--- src/rtl/seg7_capture.sv ---
// seg7_capture: samples a time-multiplexed 7-segment digit bus, debounces
// each {digit index, segment pattern} tuple, decodes it back to a nibble and
// assembles one nibble per digit position into a multi-digit word.
// Optional feature macro: SEG7_CAPTURE_CC_EN selects active-high
// (common-cathode) segment polarity; undefined means active-low.
//
// Input handshake: there is no back-pressure. A sample is consumed on every
// rising clk edge where seg_valid=1 and seg_idx<DIGITS; any other cycle is
// an idle cycle and breaks the current debounce run.
module seg7_capture #(
    parameter int DIGITS        = 4,
    parameter int STABLE_CYCLES = 4,
    localparam int IDX_W        = (DIGITS > 1) ? $clog2(DIGITS) : 1
) (
    input  logic                  clk,
    input  logic                  rst,
    input  logic                  seg_valid,
    input  logic [IDX_W-1:0]      seg_idx,
    input  logic [6:0]            seg_n,
    output logic [4*DIGITS-1:0]   value,
    output logic                  frame_valid,
    output logic                  err,
    output logic [IDX_W-1:0]      err_idx,
    output logic [DIGITS-1:0]     pending
);

    typedef enum logic [1:0] {
        IDLE  = 2'd0,
        COUNT = 2'd1,
        HELD  = 2'd2
    } state_t;

    localparam logic [7:0] S8 = 8'(STABLE_CYCLES);

    state_t              state;
    logic [7:0]          cnt;
    logic [IDX_W-1:0]    cur_idx;
    logic [6:0]          cur_seg;
    logic [4*DIGITS-1:0] shadow;

    logic [6:0]          seg_al;
    logic                sample;
    logic                same;
    logic                accept;
    logic                dec_ok;
    logic [3:0]          dec_nib;
    logic [4*DIGITS-1:0] shadow_next;
    logic [DIGITS-1:0]   pend_set;
    logic [DIGITS-1:0]   pend_clr;

    // Normalise polarity so both tuple comparison and decode see active-low.
`ifdef SEG7_CAPTURE_CC_EN
    assign seg_al = ~seg_n;
`else
    assign seg_al = seg_n;
`endif

    assign sample = seg_valid && (32'(seg_idx) < DIGITS);
    assign same   = (seg_idx == cur_idx) && (seg_al == cur_seg);

    // Map an active-low abcdefg pattern to {valid, nibble}.
    function automatic logic [4:0] decode(input logic [6:0] p);
        case (p)
            7'b0000001: decode = {1'b1, 4'h0};
            7'b1001111: decode = {1'b1, 4'h1};
            7'b0010010: decode = {1'b1, 4'h2};
            7'b0000110: decode = {1'b1, 4'h3};
            7'b1001100: decode = {1'b1, 4'h4};
            7'b0100100: decode = {1'b1, 4'h5};
            7'b0100000: decode = {1'b1, 4'h6};
            7'b0001111: decode = {1'b1, 4'h7};
            7'b0000000: decode = {1'b1, 4'h8};
            7'b0000100: decode = {1'b1, 4'h9};
            7'b0001000: decode = {1'b1, 4'hA};
            7'b1100000: decode = {1'b1, 4'hB};
            7'b0110001: decode = {1'b1, 4'hC};
            7'b1000010: decode = {1'b1, 4'hD};
            7'b0110000: decode = {1'b1, 4'hE};
            7'b0111000: decode = {1'b1, 4'hF};
            default:    decode = 5'b0_0000;
        endcase
    endfunction

    // Accept fires on the edge where the run of identical samples reaches STABLE_CYCLES.
    always_comb begin
        accept = 1'b0;
        case (state)
            IDLE:    accept = sample && (S8 == 8'd1);
            COUNT:   accept = sample && (same ? ((cnt + 8'd1) == S8) : (S8 == 8'd1));
            HELD:    accept = sample && !same && (S8 == 8'd1);
            default: accept = 1'b0;
        endcase
    end

    // Decode the incoming pattern and precompute the shadow/pending updates.
    always_comb begin
        {dec_ok, dec_nib}            = decode(seg_al);
        shadow_next                  = shadow;
        shadow_next[4*seg_idx +: 4]  = dec_nib;
        pend_set                     = pending;
        pend_set[seg_idx]            = 1'b1;
        pend_clr                     = pending;
        pend_clr[seg_idx]            = 1'b0;
    end

    // Debounce FSM plus frame assembly; all outputs registered here.
    always_ff @(posedge clk or posedge rst) begin
        if (rst) begin
            state       <= IDLE;
            cnt         <= 8'd0;
            cur_idx     <= '0;
            cur_seg     <= '0;
            shadow      <= '0;
            value       <= '0;
            frame_valid <= 1'b0;
            err         <= 1'b0;
            err_idx     <= '0;
            pending     <= '0;
        end else begin
            frame_valid <= 1'b0;
            err         <= 1'b0;

            case (state)
                IDLE: begin
                    if (sample) begin
                        cur_idx <= seg_idx;
                        cur_seg <= seg_al;
                        cnt     <= 8'd1;
                        state   <= (S8 == 8'd1) ? HELD : COUNT;
                    end
                end
                COUNT, HELD: begin
                    if (!sample) begin
                        cnt   <= 8'd0;
                        state <= IDLE;
                    end else if (same) begin
                        if (state == COUNT) begin
                            cnt <= cnt + 8'd1;
                            if ((cnt + 8'd1) == S8)
                                state <= HELD;
                        end
                    end else begin
                        cur_idx <= seg_idx;
                        cur_seg <= seg_al;
                        cnt     <= 8'd1;
                        state   <= (S8 == 8'd1) ? HELD : COUNT;
                    end
                end
                default: begin
                    cnt   <= 8'd0;
                    state <= IDLE;
                end
            endcase

            if (accept) begin
                if (dec_ok) begin
                    shadow <= shadow_next;
                    if (&pend_set) begin
                        value       <= shadow_next;
                        frame_valid <= 1'b1;
                        pending     <= '0;
                    end else begin
                        pending <= pend_set;
                    end
                end else begin
                    err     <= 1'b1;
                    err_idx <= seg_idx;
                    pending <= pend_clr;
                end
            end
        end
    end

endmodule

--- config.mk ---
export PLATFORM = sky130hd
export DESIGN_NAME = seg7_capture
export DESIGN_NICKNAME = d
export VERILOG_FILES = /design/src/rtl/seg7_capture.sv
export SDC_FILE = /design/constraint.sdc
export NUM_CORES = 1
export LEC_CHECK = 0
export CAP_MARGIN = 5
export CORE_ASPECT_RATIO = 2
export CORE_MARGIN = 4
export CORE_UTILIZATION = 35
export CTS_CLUSTER_SIZE = 30
export DETAILED_ROUTE_END_ITERATION = 6
export HOLD_SLACK_MARGIN = 0.15
export RECOVER_POWER = 50
export SYNTH_ARGS = -nofsm -noshare
export SYNTH_HDL_FRONTEND = slang
export SYNTH_SLANG_ARGS = --single-unit
--- constraint.sdc ---
create_clock -name clk -period 2.4 [get_ports clk]
set_input_delay 0.48 -clock clk [delete_from_list [all_inputs] [get_ports clk]]
set_output_delay 0.48 -clock clk [all_outputs]
set_load 0.01 [all_outputs]
==> impl_metrics.csv <==
group,metric,value,unit
synthesis,ys.flop_type,"dfrtp_1",
synthesis,avgSynthCellArea,10.2,um2
setup_path,reg2regPathDepth,7,
cts,root_buffer,"clkbuf_16",
sta,fin_crit_sh,101,%
route,totalWireLength,10500,um
placement,place_hpwl,8160,um
global_route,antenna_found_initial,0,
setup_path,r2r-end,"value[9]$_DFFE_PP0P_",
power,ir_worst_vdd,0.000396,V
sta,rsz0062_at_grt,"true",
setup_path,worstPathRequired,2.61,ns
status,failed_checks,"max-capacitance violations, max-slew violations, negative setup slack",
global_route,grtUsageMet1,17.2,%
sta,relSlewSlack,-0.580,%
setup_path,reg2reg_from,"cnt[0]$_DFFE_PP0P_",
setup_path,crit_type,"reg -> reg",
cts,cts_made_buffers,9,
cts,cts.htree.levels,3,
setup_path,max_stage_delay,0.55,ns
sta,min_period,2.43,ns
setup_path,crit_family,"simple AND/OR/NAND/NOR gates",
setup_path,crit_path_end_kind,"flip-flop",
floorplanning,core-area,10100,um2
finish,instances_no_fill,612,
route,antenna_left,0,
synthesis,synthCells,351,
synthesis,synth-async-reset-ratio,100,%
synthesis,synth-seq-area-share,41.3,%
cts,clk_pin_slew,0.05,ns
floorplanning,placement_rows,52,
route,drc,0,
setup_path,path_cells,"nand3_2 -> or4_4 -> a2111oi_4 -> and4b_2 -> nand3_4 -> buf_6 -> mux2_4",
placement,place_congestion,0.870,
hold_path,min_from,"shadow[2]$_DFFE_PP0P_",
global_route,grt_pass1_wl,16900,um
synthesis,synth.distinct_cells,58,
status,status,"finished with violations",
route,wl_per_cell,17.2,um
global_route,grt_max_degree,60,
cts,cts_tree,"yes",
setup_path,crit_buf_inv,1,
sta,skew,0.00639,ns
route,firstDrtPassIters,4,
placement,place_inst,592,
sta,finalHoldViolCount,0,
setup_path,timing.reg2reg.setup_slack,-0.03,ns
floorplanning,die_w,79.5,um
global_route,met2_usage,36.0,%
placement,pre_cts_slack,-0.482,ns
sta,fmax,0.411,GHz
global_route,grt_pass1_vias,3434,
finish,antennaDiodeCount,0,
power,p_leak,2.48,nW
power,power_density,539,nW/um2
cts,clk_latency,0.33,ns
sta,worst_pin_slew,1.51,ns
cts,clock-sinks,59,
finish,area_growth,47.4,%
synthesis,synth.cell_area,3580,um2
cts,clockBufferDepth,2,
global_route,grtUsageMet3,3.93,%
floorplanning,dieHeight,151,um
setup_path,cp.arrival,2.64,ns
placement,port_buffers,35,
sta,maxSlewViolCount,59,
finish,drive_gt1_share,35.8,%
synthesis,ys_ff_latch,59,
sta,setup_slack,-0.0339,ns
route,drt-initial-drc-count,123,
global_route,grt-busiest-layer,"met2",
sta,setup_viol,10,
global_route,grtUsageTotal,18.6,%
synthesis,synth_edf_count,0,
synthesis,synth_nets,377,
finish,num-nets-final,498,
route,vias,3266,
synthesis,ys.warnings.count,0,
setup_path,slowest_stage,"or4_4",
setup_path,crit_path_max_fanout,7,
floorplanning,dieArea,12000,um2
hold_path,hold_path_class,"reg -> reg",
flow_run,max_cap_viol_count,1,
hold_path,whs_endpoint,"shadow[2]$_DFFE_PP0P_",
floorplanning,ioPinCount,36,
finish,fin_util,52.3,%
setup_path,start_kind,"flip-flop",
hold_path,min_path_cells,1,
floorplanning,initial_core_util,35.5,%
route,avgViaCountPerCell,5.34,
global_route,grt-ovfl-total,0,
==> power by group <==
group          internal, mW  switching (mW)
Clock                 0.958           0.449
Combinational         0.184           0.196
Sequential             1.03          0.0245
Total                  2.17           0.669
==> cell families after synthesis <==
logic type	share of synthesized area, %
compound gates	18.0
xor+xnor	2.94
fa+ha+maj	4.90
buf+inv	4.65
flops	41.3
mux	9.83
simple gates	18.4
==> cells in the mapped netlist, types with 3 or more instances <==
cell type	number	area [um2]
nor2b_1	4	25.0
nand4_1	6	37.5
o21ai_0	13	65.1
nand2b_1	3	18.8
o2bb2ai_1	3	26.3
clkbuf_1	15	56.3
mux2_4	10	150
o31ai_1	7	52.6
a21o_1	10	75.1
and4_1	3	26.3
a31oi_1	4	25.0
nor3_1	14	70.1
a32oi_1	4	35.0
ha_1	14	175
a22o_1	17	149
inv_1	20	75.1
a21oi_1	5	25.0
nor4bb_1	3	30.0
nand2_1	16	60.1
mux2_2	17	191
and3_1	5	31.3
nand3_1	16	80.1
nor2_1	17	63.8
nor3b_1	5	37.5
o22ai_1	7	43.8
dfrtp_1	59	1480
xnor2_1	10	87.6
nand3b_1	3	22.5
and2_1	4	25.0
==> state kept, by name (all words and copies together), names as in the netlist <==
register     cells
err_idx          2
err              1
cnt              8
frame_valid      1
shadow          16
cur_seg          7
pending          4
cur_idx          2
value           16
state            2
==> layout by cell type, fill, tap and decap left out, types with 11 or more instances in the layout <==
cell	count
o21ai_0	13
nor2_1	11
buf_4	87
dfrtp_1	59
inv_1	19
nor3_1	12
mux2_2	15
mux2_4	12
ha_1	11
a22o_1	17
nand3_1	11
clkdlybuf4s50_1	29
nand2_1	16
==> timing repair <==
item	in CTS	in global routing
gates resized for setup	20	19
pin swaps	4	22
setup endpoints to repair	41	45
hold buffers	0	0
buffers inserted	1	3
endpoints found under the hold margin	0	0
==> per-stage QoR <==
| stage | hold slack [ns] | area, um2 | power (mW) | TNS (ns) |
|---|---|---|---|---|
| floorplan | 0.450 | 3600 | 1.25 | -1.08 |
| global placement | 0.464 | 4770 | 1.42 | -20.59 |
| detailed placement | 0.470 | 4770 | 1.43 | -21.83 |
| CTS | 0.486 | 5170 | 2.86 | -0.216 |
| global route | 0.495 | 5270 | 2.95 | -1.69 |
| finish | 0.486 | 5270 | 2.84 | -0.191 |
==> per-layer routing <==
metal  wire length [um]  vias to the layer above
met5                  0                        -
met4                572                        0
met3                310                       41
met2               6080                       77
met1               3580                     1603
li1                   -                     1545
==> worst max path at each step <==
| stage | depth (start not counted) | start | end |
|---|---|---|---|
| floorplan | 8 | cnt[2]$_DFFE_PP0P_ | value[10]$_DFFE_PP0P_ |
| global placement | 8 | seg_n[2] | value[9]$_DFFE_PP0P_ |
| detailed placement | 9 | seg_n[4] | shadow[8]$_DFFE_PP0P_ |
| CTS | 7 | cnt[0]$_DFFE_PP0P_ | value[9]$_DFFE_PP0P_ |
| global route | 7 | cnt[0]$_DFFE_PP0P_ | value[13]$_DFFE_PP0P_ |
| finish | 7 | cnt[0]$_DFFE_PP0P_ | value[9]$_DFFE_PP0P_ |
==> cell type report <==
| type | instances | area (um2) |
|---|---|---|
| Clock inverter | 5 | 75.1 |
| Fill cell | 916 | 4810 |
| Multi-Input combinational cell | 252 | 2100 |
| Tap cell | 135 | 169 |
| Inverter | 20 | 75.1 |
| Sequential cell | 59 | 1480 |
| Timing Repair Buffer | 130 | 1120 |
| Clock buffer | 11 | 253 |
(Power assumes the default switching activity.)
